[config.mk]
export PLATFORM = sky130hd
export DESIGN_NAME = pc_gen
export DESIGN_NICKNAME = d
export VERILOG_FILES = /design/src/rtl/pc_pkg.sv /design/src/rtl/pc_gen_target_calc.sv /design/src/rtl/pc_gen.sv
export SDC_FILE = /design/constraint.sdc
export NUM_CORES = 1
export LEC_CHECK = 0
export ABC_AREA = 0
export CORE_ASPECT_RATIO = 0.6
export CORE_MARGIN = 5
export CORE_UTILIZATION = 54
export CTS_CLUSTER_SIZE = 16
export DETAILED_ROUTE_END_ITERATION = 6
export GPL_ROUTABILITY_DRIVEN = 0
export GPL_TIMING_DRIVEN = 1
export PLACE_DENSITY_LB_ADDON = 0.25
export SLEW_MARGIN = 30
export SYNTH_ARGS = -nofsm -noshare
export SYNTH_HDL_FRONTEND = slang
export SYNTH_SLANG_ARGS = --single-unit
[constraint.sdc]
create_clock -name clk -period 3.4 [get_ports clk]
set_input_delay 0.34 -clock clk [delete_from_list [all_inputs] [get_ports clk]]
set_output_delay 0.34 -clock clk [all_outputs]
set_load 0.01 [all_outputs]
[src/rtl/pc_pkg.sv]
// Shared definitions for the fetch-stage program-counter generator.
// Covers the jump-source selector encodings and the controller state type.
package pc_pkg;

    localparam logic [1:0] JP_RELATIVE   = 2'd0;
    localparam logic [1:0] JP_TO_F       = 2'd1;
    localparam logic [1:0] JP_TO_F_EXACT = 2'd2;
    localparam logic [1:0] JP_RSVD       = 2'd3;

    typedef enum logic [1:0] {
        BOOT,
        RUN,
        HALT
    } pc_state_t;

endpackage

[src/rtl/pc_gen_target_calc.sv]
// Combinational redirect-target calculation.
// Produces the raw jump target, its alignment check and the target to load once a trap is folded in.
module pc_target_calc
    import pc_pkg::*;
#(
    parameter int               XLEN        = 32,
    parameter int               IALIGN      = 4,
    parameter logic [XLEN-1:0]  TRAP_VECTOR = 32'h100
) (
    input  logic [XLEN-1:0] inst_addr,
    input  logic [1:0]      jump_sel,
    input  logic [XLEN-1:0] f_data,
    input  logic [XLEN-1:0] rel_addr,
    output logic [XLEN-1:0] target,
    output logic            target_valid,
    output logic            misalign,
    output logic [XLEN-1:0] eff_target
);

    localparam logic [XLEN-1:0] ALIGN_MASK = XLEN'(IALIGN - 1);

    always_comb begin
        target       = '0;
        target_valid = 1'b1;
        case (jump_sel)
            JP_RELATIVE:   target = inst_addr + rel_addr;
            JP_TO_F:       target = {f_data[XLEN-1:1], 1'b0};
            JP_TO_F_EXACT: target = f_data;
            default:       target_valid = 1'b0;
        endcase
    end

    assign misalign   = (target & ALIGN_MASK) != '0;
    assign eff_target = misalign ? TRAP_VECTOR : target;

endmodule

[src/rtl/pc_gen.sv]
// Program-counter generator: sequential stepping, relative/register/trap redirects,
// stall-latched redirects, halt/resume control and misaligned-target trapping.
module pc_gen
    import pc_pkg::*;
#(
    parameter int               XLEN         = 32,
    parameter logic [XLEN-1:0]  RESET_VECTOR = '0,
    parameter logic [XLEN-1:0]  TRAP_VECTOR  = 32'h100,
    parameter int               IALIGN       = 4
) (
    input  logic            clk,
    input  logic            rst,
    input  logic            go_next,
    input  logic            jump,
    input  logic [1:0]      jump_sel,
    input  logic [XLEN-1:0] f_data,
    input  logic [XLEN-1:0] rel_addr,
    input  logic            trap,
    input  logic            halt,
    input  logic            resume,
    output logic [XLEN-1:0] inst_addr,
    output logic            pc_valid,
    output logic            jump_pending,
    output logic            misalign,
    output logic [XLEN-1:0] fault_addr
);

    if (!(IALIGN == 2 || IALIGN == 4)) begin : g_bad_ialign
        $error("pc_gen: IALIGN must be 2 or 4");
    end

    pc_state_t       state_reg, state_next;
    logic [XLEN-1:0] addr_reg, addr_next;
    logic            pend_reg, pend_next;
    logic [XLEN-1:0] pend_target_reg, pend_target_next;
    logic            pend_mis_reg, pend_mis_next;
    logic            misalign_reg, misalign_next;
    logic [XLEN-1:0] fault_reg, fault_next;

    logic [XLEN-1:0] calc_target;
    logic            calc_valid;
    logic            calc_mis;
    logic [XLEN-1:0] calc_eff;
    logic            jump_ok;

    pc_target_calc #(
        .XLEN        (XLEN),
        .IALIGN      (IALIGN),
        .TRAP_VECTOR (TRAP_VECTOR)
    ) u_calc (
        .inst_addr    (addr_reg),
        .jump_sel     (jump_sel),
        .f_data       (f_data),
        .rel_addr     (rel_addr),
        .target       (calc_target),
        .target_valid (calc_valid),
        .misalign     (calc_mis),
        .eff_target   (calc_eff)
    );

    // Reserved selector encodings are dropped as if no jump had been requested.
    assign jump_ok = jump && calc_valid;

    always_comb begin
        state_next       = state_reg;
        addr_next        = addr_reg;
        pend_next        = pend_reg;
        pend_target_next = pend_target_reg;
        pend_mis_next    = pend_mis_reg;
        misalign_next    = 1'b0;
        fault_next       = fault_reg;
        case (state_reg)
            BOOT: state_next = RUN;
            RUN: begin
                if (trap) begin
                    addr_next = TRAP_VECTOR;
                    pend_next = 1'b0;
                end else if (halt) begin
                    state_next = HALT;
                end else if (go_next && jump_ok) begin
                    addr_next     = calc_eff;
                    misalign_next = calc_mis;
                    if (calc_mis) fault_next = calc_target;
                    pend_next     = 1'b0;
                end else if (go_next && pend_reg) begin
                    // Alignment was judged when latched; apply that verdict now.
                    addr_next     = pend_mis_reg ? TRAP_VECTOR : pend_target_reg;
                    misalign_next = pend_mis_reg;
                    if (pend_mis_reg) fault_next = pend_target_reg;
                    pend_next     = 1'b0;
                end else if (go_next) begin
                    addr_next = addr_reg + XLEN'(IALIGN);
                end else if (jump_ok) begin
                    pend_next        = 1'b1;
                    pend_target_next = calc_target;
                    pend_mis_next    = calc_mis;
                end
            end
            HALT: begin
                if (trap) begin
                    addr_next  = TRAP_VECTOR;
                    pend_next  = 1'b0;
                    state_next = RUN;
                end else begin
                    if (jump_ok) begin
                        pend_next        = 1'b1;
                        pend_target_next = calc_target;
                        pend_mis_next    = calc_mis;
                    end
                    if (resume) state_next = RUN;
                end
            end
            default: state_next = BOOT;
        endcase
    end

    always_ff @(posedge clk or posedge rst) begin
        if (rst) begin
            state_reg       <= BOOT;
            addr_reg        <= RESET_VECTOR;
            pend_reg        <= 1'b0;
            pend_target_reg <= '0;
            pend_mis_reg    <= 1'b0;
            misalign_reg    <= 1'b0;
            fault_reg       <= '0;
        end else begin
            state_reg       <= state_next;
            addr_reg        <= addr_next;
            pend_reg        <= pend_next;
            pend_target_reg <= pend_target_next;
            pend_mis_reg    <= pend_mis_next;
            misalign_reg    <= misalign_next;
            fault_reg       <= fault_next;
        end
    end

    assign inst_addr    = addr_reg;
    assign pc_valid     = (state_reg == RUN);
    assign jump_pending = pend_reg;
    assign misalign     = misalign_reg;
    assign fault_addr   = fault_reg;

endmodule
**Word-level counts from Yosys, hierarchy flattened**

Cells that the tools add are included.

- Add/subtract/negate cells: 2
- Multipliers: 0
- Div/mod/pow operators: 0
- Order comparisons: 0
- Equal/unequal tests: 17
- Shift-type cells: 0
- Multiplexer cells: 49
- Bitwise operators: 2
- Reductions and logical operators: 15

Operator list:

| kind | number |
|---|---|
| $mux W32 | 19 |
| $pmux W32 S2 | 2 |
| $pmux W32 S3 | 1 |
| $add A32 B3 Y32 const B | 1 |
| $add A32 B32 Y32 | 1 |
| $reduce_bool A32 Y1 | 1 |
| $mux W1 | 20 |
| $ne A2 B2 Y1 const B | 9 |
| $ne A5 B3 Y1 const B | 2 |
| $mux W2 | 4 |
| $reduce_and A7 Y1 | 1 |
| $ne A3 B3 Y1 const B | 2 |
| $pmux W2 S3 | 1 |
| $reduce_and A3 Y1 | 2 |
| $reduce_and A6 Y1 | 1 |
| $reduce_bool A2 Y1 | 3 |
| $eq A2 B1 Y1 const B | 2 |
| $eq A2 B2 Y1 const B | 2 |
| $logic_not A2 Y1 | 2 |
| $pmux W1 S2 | 2 |
| $reduce_and A4 Y1 | 1 |
| $logic_and A1 B1 Y1 | 3 |
| $reduce_or A3 Y1 | 1 |
| $not A1 Y1 | 2 |

- Flip-flop bits (word level): 101
- Bits in latches: 0
- RAM bits: 0
- Bits in read-only memories: 0
- Bits of input ports: 73
- Output and inout bits: 67
- Logic and storage cells: 92
- Memories: 0

**Logic depth before layout (Yosys ltp)**

Gate-level depths: netlist of the first run.

- Depth after elaboration: 11
- Gate-level depth with buffers: 13

**Hierarchy**

A second synthesis of the first run with hierarchy kept.

- Cells, all modules: 1,009
- Area total of the unflattened synthesis: 8,156.6 um^2

Modules (own cells, without submodules):

| module | times used | cells an instance | area each (um^2) | seq. area each (um^2) |
|---|---|---|---|---|
| pc_gen | 1 | 589 | 5,474.0 | 2,527.4 |
| pc_target_calc | 1 | 420 | 2,682.6 | 0.0 |

**Least setup slack after synthesis of the first run**

OpenSTA, ideal clock, no wires.

- Kind: flip-flop to flip-flop
- Start point: register addr_reg[0], in the netlist inst_addr[0]
- End point: register addr_reg[20], in the netlist inst_addr[20]
- Data arrival time: 2.638 ns
- Data required time: 3.274 ns
- Setup slack: 0.636 ns
- Cell stages (with the launch flop): 13
- Buffers on the path: 0
- Period minus slack after synthesis: 2.764 ns
- Cells stage by stage: dfrtp_1 ha_1 inv_1 fa_1 nor2b_1 o2111ai_1 a21oi_1 o211ai_1 o21bai_1 xor2_1 mux2i_1 o21ai_0 a221o_1

- Longest elaborated chain between the ends: 8

RTL lines:

| what | line | source |
|---|---|---|
| start: declaration | pc_gen.sv:33 | `logic [XLEN-1:0] addr_reg, addr_next;` |
| start signal: assignment | pc_gen.sv:128 | `addr_reg <= addr_next;` |
| $add A32 B32 Y32 | pc_gen_target_calc.sv:26 | `JP_RELATIVE: target = inst_addr + rel_addr;` |
| $pmux W32 S3 | pc_gen_target_calc.sv:25 | `case (jump_sel)` |
| $reduce_bool A32 Y1 | pc_gen_target_calc.sv:33 | `assign misalign = (target & ALIGN_MASK) != '0;` |
| $mux W32 | pc_gen_target_calc.sv:34 | `assign eff_target = misalign ? TRAP_VECTOR : target;` |
| $mux W32 * | pc_gen.sv:80 | `end else if (go_next && jump_ok) begin` |
| $mux W32 * | pc_gen.sv:78 | `end else if (halt) begin` |
| $mux W32 * | pc_gen.sv:75 | `if (trap) begin` |
| $pmux W32 S2 * | pc_gen.sv:72 | `case (state_reg)` |

Mark *: on every way between the ends. The rest lies on a longest branch, timed or not. The select of a mux whose other input is x is not followed.
A chain may end at the register's enable or synchronous reset.

**Final worst setup path of the first run**

- Start point: input rel_addr[0]
- End point: register addr_reg[28], in the netlist inst_addr[28]

- Longest elaborated chain between the ends: 8

RTL lines:

| what | line | source |
|---|---|---|
| start: declaration | pc_gen.sv:17 | `input logic [XLEN-1:0] rel_addr,` |
| $add A32 B32 Y32 * | pc_gen_target_calc.sv:26 |  |
| $pmux W32 S3 * | pc_gen_target_calc.sv:25 |  |
| $reduce_bool A32 Y1 | pc_gen_target_calc.sv:33 |  |
| $mux W32 * | pc_gen_target_calc.sv:34 |  |
| $mux W32 * | pc_gen.sv:80 |  |
| $mux W32 * | pc_gen.sv:78 |  |
| $mux W32 * | pc_gen.sv:75 |  |
| $pmux W32 S2 * | pc_gen.sv:72 |  |

Marks and branches as above.

==> flow_results.org, run 1 <==
** Drt
- For this block, the routed nets add up to 28,900 um of wire.
- After detailed routing, the number of vias per cell comes to 6.58.
- For this run, design rule violations remaining after detail routing come to 20.
- Per-cell routed wire length :: 22.6 um
- Iteration-0 DRC count of the detailed router :: 1,569
- Number of search-and-repair iterations in the first detailed-routing pass :: 7
- Total vias in the final route :: 8,399
- Number of routed nets with antenna violations :: 0

** Power
- Across the VDD grid, the largest voltage drop is 0.409 mV.
- Static Leak :: 4.19 nW
- Power per standard cell area :: 768 nW/um2
- Post-layout total power :: 7.44 mW

** Setup path
- Category of cells accounting for the largest share of critical-path delay :: compound AO/OA/AOI/OAI gates
- Startpoint types :: primary input
- At the worst endpoint, the required time is 3.66 ns.
- Data arrival at the endpoint of the critical path :: 3.44 ns
- Highest cell delay on the worst timing path :: 0.46 ns
- Maximum net fanout on the critical path :: 3
- Critical Path Slowest Stage Cell :: sky130_fd_sc_hd__clkdlybuf4s50_1
- Critical path start-end classification :: primary input to flip-flop
- STA classifies the critical path endpoint as a flip-flop.
- The number of buffers and inverters on the critical path is 4.
- Counting stages on the worst path, the most repeated cell is sky130_fd_sc_hd__a21oi_1.
- Crit path cell chain :: clkdlybuf4s50_1, ha_1, inv_1, fa_1, nor2b_1, o2111ai_1, a21oi_1, buf_4, o211ai_1, a21oi_1, nor3_1, xnor2_1, a21oi_1, buf_4, o221ai_1

** Hold path
- Worst min-delay path class :: flip-flop to flip-flop

** Timing
- Clock Skews :: 0.00935 ns
- Relative slew slack :: 34.2%
- Number of failing setup endpoints in the final timing report :: 0
- In the post-route analysis, the smallest setup slack over all paths is 0.212 ns.
- The total count of max-transition violations in the final report came to 0.
- Slew @ Worst Pin :: 0.986 ns
- Max frequency :: 0.314 GHz
- Count of final hold-check violations :: 0
- Setup repair after global routing left no endpoint under its margin.
- The worst path needs 3.19 ns of the cycle, external delays included.
- The worst path uses 93.8% of the clock period.

** Clock tree
- Post-CTS timing repair inserted 0 buffers for setup.
- After clock tree synthesis, the clock-pin slew on the worst setup and hold paths is 0.07 ns.
- The later pin in the worst-skew pair is clocked with a latency of 0.35 ns.
- Clock Root Buffer :: sky130_fd_sc_hd__clkbuf_16
- Counting the buffers created by CTS gives 9.
- The clock passes through at most 2 buffers.
- Maximum level of the CTS H-tree :: 3
- Total clock sinks :: 101
- CTS resizes :: 0
- The number of hold buffers added after CTS was 0.
- TritonCTS built the clock tree.

** Yosys
- Of the post-synthesis cell area, the dominant cell type holds 34.0%.
- Cell type with the largest total area after synthesis :: sky130_fd_sc_hd__dfrtp_1
- By area the synthesized netlist is led by sky130_fd_sc_hd__dfrtp_1, sky130_fd_sc_hd__a21oi_1, sky130_fd_sc_hd__o21ai_0.
- FF+latch count, synth :: 101
- Avg Cell Area, Syn :: 7.93 um2
- During synthesis, Yosys emitted a total of 0 warnings.
- Count of cell types in the netlist :: 61
- The cell count after synthesis came out at 937.
- Post-synth EDFFs :: 0
- Sequential elements use 34.0% of the synthesized area.
- In this run the cell area of the synthesized design comes to 7430 um2.
- Share of synthesized registers carrying an async set or reset :: 100%
- The most used flip-flop cell after synthesis is sky130_fd_sc_hd__dfrtp_1.
- Synthesis produced a netlist with a net count of 1,046.

** Final layout
- Synthesis-to-finish area growth :: 30.3%
- Of the cells placed in the final design, the portion with a size suffix greater than 1 is 9.63%.
- The final layout contains 1,206 nets.
- Area taken by flip-flops and latches :: 2530 um2
- Multi-input gate area in the final layout :: 4620 um2
- The filler cells instantiated in the layout total 1,070.
- Ant. Diodes :: 0

** Status
- The flow ran to the end, but the final reports show violations.
- The final reports fail on design-rule violations.

** Floorplanning
- For this configuration, the core starts out at a cell density of 54.7%.
- Measured along the y axis, the die boundary spans 101 um.
- The floorplan step set the die width to 161 um.
- Num rows :: 33
- In this run the count of I/O pins placed on the die edge is 140.
- In this run the standard cell core region covers 13,600 um2.
- The floorplan step defined a die boundary enclosing 16,300 um2.

** Global route
- The first global-routing pass estimated 44,400 um of wire.
- For this run, the total global-route usage over all layers was measured as 35.1%.
- The initial antenna violation count was 0.
- Entering global routing, the biggest net connects 65 pins.
- Overflow left after global routing :: 0
- Via count of the first global-routing pass :: 7,663

** Place
- Port buffering added 139 buffers.
- Once detailed placement completed, the half-perimeter wirelength came to 21,400 um.
- OpenSTA, run right after detailed placement, puts the worst setup slack at -0.0784 ns.

** Job
- Max-cap violations in this run came to 0.
## where the power goes
part	internal, mW	total (mW)	switching [mW]	leakage (nW)
Combinational	1.78	4.05	2.27	2.74
Clock	0.666	1.14	0.476	0.159
Sequential	1.69	2.25	0.560	1.29
Total	4.14	7.44	3.30	4.19
## layout make-up
class,instances,area share [%]
Multi-Input combinational cell,757,47.7
Sequential cell,101,26.1
Timing Repair Buffer,206,19.8
Clock buffer,10,2.47
Tap cell,175,2.26
Inverter,22,0.878
Clock inverter,5,0.852
## through the flow
stage                     util [%]  TNS (ns)  hold slack [ns]  area (um2)  instances
after global placement        69.0         0            0.458        9370       1261
after global routing          71.3         0            0.522        9690       1276
after CTS                     71.3         0            0.490        9690       1276
final                         71.3         0            0.485        9690       1276
after floorplan                  -         0            0.471        7430        937
after detailed placement      69.0    -0.167            0.467        9370       1261
## layout by cell type, fill, tap and decap left out, types with 19 or more instances in the layout
cell type / n
sky130_fd_sc_hd__ha_1: 35
sky130_fd_sc_hd__o21ai_0: 103
sky130_fd_sc_hd__a21oi_1: 106
sky130_fd_sc_hd__inv_1: 20
sky130_fd_sc_hd__clkdlybuf4s50_1: 139
sky130_fd_sc_hd__xnor2_1: 30
sky130_fd_sc_hd__buf_4: 65
sky130_fd_sc_hd__nand2_1: 93
sky130_fd_sc_hd__xor2_1: 19
sky130_fd_sc_hd__and3_1: 26
sky130_fd_sc_hd__nor2_1: 94
sky130_fd_sc_hd__dfrtp_1: 101
sky130_fd_sc_hd__nand3_1: 33
## worst paths after layout
check	from	to	slack [ns]	depth (start not counted)
min in group asynchronous	rst	fault_addr[3]$_DFFE_PP0P_	0.50	2
max in group asynchronous	rst	inst_addr[9]$_DFFE_PP0P_	2.20	3
worst min register to register	fault_addr[13]$_DFFE_PP0P_	fault_addr[13]$_DFFE_PP0P_	0.48	1
worst max-delay path	rel_addr[0]	inst_addr[28]$_DFFE_PP0P_	0.21	15
worst max register to register	inst_addr[9]$_DFFE_PP0P_	fault_addr[27]$_DFFE_PP0P_	0.24	11
worst min-delay path	fault_addr[13]$_DFFE_PP0P_	fault_addr[13]$_DFFE_PP0P_	0.48	1
## metal layers
layer / wire [um] / global-route usage [%]
met5: 0 / 0
met4: 634 / 6.95
met3: 5450 / 18.3
met2: 10600 / 44.5
met1: 12200 / 52.3
## cell usage after synthesis (6+ instances only)
cell type                    n
sky130_fd_sc_hd__xor2_1     19
sky130_fd_sc_hd__nand3_1    33
sky130_fd_sc_hd__buf_2       6
sky130_fd_sc_hd__inv_1      21
sky130_fd_sc_hd__o22ai_1     8
sky130_fd_sc_hd__xnor2_1    30
sky130_fd_sc_hd__o211ai_1    7
sky130_fd_sc_hd__a31oi_1    17
sky130_fd_sc_hd__a211oi_1   12
sky130_fd_sc_hd__a222oi_1    6
sky130_fd_sc_hd__dfrtp_1   101
sky130_fd_sc_hd__o221ai_1   11
sky130_fd_sc_hd__nor3_1     15
sky130_fd_sc_hd__nand2_1    93
sky130_fd_sc_hd__a21o_1     15
sky130_fd_sc_hd__or2_2       6
sky130_fd_sc_hd__nor2_1     96
sky130_fd_sc_hd__clkbuf_1   46
sky130_fd_sc_hd__mux2i_1     9
sky130_fd_sc_hd__a21oi_1   106
sky130_fd_sc_hd__a22oi_1    17
sky130_fd_sc_hd__and2_1      6
sky130_fd_sc_hd__nor2b_1    10
sky130_fd_sc_hd__ha_1       35
sky130_fd_sc_hd__o21a_1     10
sky130_fd_sc_hd__and3_1     26
sky130_fd_sc_hd__nand4_1    10
sky130_fd_sc_hd__o21ai_0   103
## cell families (layout without fill, tap and decap cells)
logic type               count (synthesis)  after routing  share of synthesized area, %
AO/OA/AOI/OAI                          352            352                          29.3
XOR/XNOR                                49             49                          5.77
adder cells (fa/ha/maj)                 36             36                          6.16
buffers and inverters                   79            243                          4.11
flip-flops                             101            101                          34.0
multiplexers                            12             12                          1.67
AND/OR/NAND/NOR                        308            308                          19.0
Note: power is estimated with default switching activity, not from simulation.
==> run 2, diff against run 1 <==
--- a/config.mk
+++ b/config.mk
@@ -6,7 +6,7 @@
 export NUM_CORES = 1
 export LEC_CHECK = 0
 export ABC_AREA = 0
-export CORE_ASPECT_RATIO = 0.6
+export CORE_ASPECT_RATIO = 1.5
 export CORE_MARGIN = 5
 export CORE_UTILIZATION = 54
 export CTS_CLUSTER_SIZE = 16
==> flow_results.org, run 2 (synthesis results as in run 1) <==
** Setup path
- Critical Path Slowest Stage Cell :: sky130_fd_sc_hd__clkdlybuf4s50_1
- The data required time at the worst endpoint came to 3.64 ns (-0.02 ns).
- Highest cell delay on the worst timing path :: 0.46 ns (about the same)
- The critical path goes through clkdlybuf4s50_1, ha_1, inv_1, fa_1, nor2b_1, o2111ai_1, a21oi_1, o211ai_1, o21bai_2, xor2_1, mux2i_1, o21ai_0, a221o_1.
- Crit path capture type :: flip-flop
- The critical path arrival is 3.44 ns (about the same).
- The buffer and inverter count on the worst path is 2 (-2).
- Maximum net fanout on the critical path :: 4 (+1)
- STA classifies the critical path startpoint as a primary input.
- Critical path start-end classification :: primary input to flip-flop
- Category of cells accounting for the largest share of critical-path delay :: compound AO/OA/AOI/OAI gates

** Drt
- Overall routed net length :: 28,000 um (-3.0%)
- Total vias in the final route :: 8,356 (-0.51%)
- The number of routed nets with antenna violations was 0 (unchanged).
- Iteration-0 DRC count of the detailed router :: 955 (-39%)
- The average wire per cell in the routed design was 22.1 um (-2.3%).
- The DRC violation count after routing was 0 (-100%).
- Average vias per placed instance :: 6.60 (+0.27%)
- Number of search-and-repair iterations in the first detailed-routing pass :: 6 (-1)

** Place
- The count of placed standard cells including taps was 1,250 (-0.87%).
- Quantity of I/O buffers inserted on ports :: 139 (unchanged)
- Post-DP HPWL :: 21,200 um (-1.3%)

** Floorplanning
- The floorplan die height was 154 um (+52%).
- Core area :: 13,500 um2 (-0.38%)
- Num rows :: 52 (+58%)
- Die area :: 16,300 um2 (-0.18%)
- The number of top-level design ports came to 140 (unchanged).
- The initial core utilization came to 54.9% (+0.21 points).
- The die boundary width is 106 um (-34%).

** Timing
- The total count of max-transition violations in the final report came to 0 (unchanged).
- The tightest slew margin relative to the limit was 40.7% (+6.5 points).
- Count of final hold-check violations :: 0 (unchanged)
- The total negative setup slack came to 0 ns (unchanged).
- The highest attainable clock frequency is 0.312 GHz (-0.66%).
- The final-report setup violation count came to 0 (unchanged).
- Hold_ws :: 0.485 ns (+0.000407 ns)
- Clock period minus final worst setup slack :: 3.21 ns (+0.0211 ns)
- Fin crit share :: 94.4% (+0.62 points)
- Unrepaired setup endpoints after global routing :: no
- The pin slew with the least headroom to its limit came to 0.889 ns (-0.0970 ns).
- Clock Skews :: 0.00900 ns (-0.000355 ns)

** Final layout
- Number of nets in the layout :: 1,208 (+0.17%)
- The number of fill cells in the layout was 1,123 (+5.0%).
- The final core utilization is 71.5% (+0.13 points).
- Fraction of final layout cells sized beyond drive strength 1 :: 9.87% (+0.25 points)
- The number of non-filler instances in the completed layout was 1,266 (-0.78%).
- Synthesis-to-finish area growth :: 30.1%
- The library cells used most frequently in the layout, excluding fill and tap cells, are sky130_fd_sc_hd__clkdlybuf4s50_1, sky130_fd_sc_hd__a21oi_1, sky130_fd_sc_hd__o21ai_0, sky130_fd_sc_hd__dfrtp_1, sky130_fd_sc_hd__nor2_1.
- The library cell used most frequently in the layout, excluding fill and tap cells, is sky130_fd_sc_hd__clkdlybuf4s50_1.
- Ant. Diodes :: 0 (unchanged)

** Clock tree
- Maximum level of the CTS H-tree :: 3 (unchanged)
- Number of buffers on the longest clock path :: 2 (unchanged)
- The total setup buffers inserted after CTS was 0 (unchanged).
- The CTS sink count was 101 (unchanged).
- Cts bufs inserted :: 9 (unchanged)
- TritonCTS built the clock tree.
- The hold-fix buffer count after cts was 0 (unchanged).
- Reg clk slew, reported paths :: 0.08 ns (about the same)
- The clock latency on the worst-skew pair was 0.36 ns (about the same).
- The cell sitting at the root of the clock tree is a sky130_fd_sc_hd__clkbuf_16.

** Job
- The count of max-cap constraint violations came to 0 (unchanged).

** Global route
- Largest net degree at the start of global routing :: 64 (-1.5%)
- Via count of the first global-routing pass :: 8,143 (+6.3%)
- The all-layer global routing usage came to 34.0% (-1.1 points).
- The initial antenna violation count is 0 (unchanged).
- The global route total overflow is 0 (unchanged).
- Global-route wire length before repair :: 43,000 um (-3.0%)

** Power
- Static Leak :: 4.20 nW (about the same)
- Worst IR Drop VDD :: 0.423 mV (+3.2%)
- Post-layout total power :: 7.19 mW (-3.3%)
- The total power density per cell area is 744 nW/um2 (-3.1%).

** Hold path
- Worst min-delay path class :: flip-flop to flip-flop

** Status
- Outcome :: finished clean
-- run 2: path summary, 6_finish.rpt --
path | start | endpoint | slack (ns) | depth (start not counted)
worst max-delay path | rel_addr[0] | inst_addr[20]$_DFFE_PP0P_ | 0.19 | 13
worst min-delay path | fault_addr[15]$_DFFE_PP0P_ | fault_addr[15]$_DFFE_PP0P_ | 0.49 | 2
worst max register to register | inst_addr[0]$_DFFE_PP0P_ | inst_addr[20]$_DFFE_PP0P_ | 0.24 | 12
worst min register to register | fault_addr[15]$_DFFE_PP0P_ | fault_addr[15]$_DFFE_PP0P_ | 0.49 | 2
max in group asynchronous | rst | inst_addr[30]$_DFFE_PP0P_ | 2.21 | 3
min in group asynchronous | rst | fault_addr[4]$_DFFE_PP0P_ | 0.50 | 2
-- run 2: where the power goes --
group	switching, mW	total, mW	leakage [nW]	internal [mW]
sequential	0.503	2.19	1.29	1.69
combinational	2.18	3.96	2.76	1.78
clock	0.521	1.04	0.144	0.523
total	3.20	7.19	4.20	3.99
-- run 2: area by class of cell --
cell class | instances | area, um2 | share of cell area [%]
clock buffers | 9 | 225 | 2.33
flip-flops and latches | 101 | 2530 | 26.1
inverters | 22 | 85.1 | 0.880
clock inverters | 7 | 77.6 | 0.802
multi-input cells | 757 | 4620 | 47.8
repair buffers | 208 | 1930 | 20.0
well taps | 162 | 203 | 2.10
-- run 2: routing by layer --
layer  vias up  GRT usage [%]  wire (um)
li1       3764              -          -
met1      3853           36.1       9140
met2       559           58.0      13600
met3       180           4.36       2220
met4         0           30.7       3050
met5         -              0          0
-- run 2: worst min-delay path, cell delays in order, from the launching register on --
cell and delay [ns]:
sky130_fd_sc_hd__dfrtp_1 0.34, sky130_fd_sc_hd__nand2_1 0.05, sky130_fd_sc_hd__o21ai_0 0.06
-- run 2: per-stage QoR --
step	instance area [um2]	setup slack, ns
floorplan	7430	0.413
global placement	9370	-0.0137
detailed placement	9370	-0.122
CTS	9670	0.179
global route	9670	0.0595
finish	9670	0.191
-- run 2: timing repair --
action	4_1_cts	5_1_grt
setup endpoints to repair	0	2
hold endpoints to repair	0	0
resized for setup	0	1
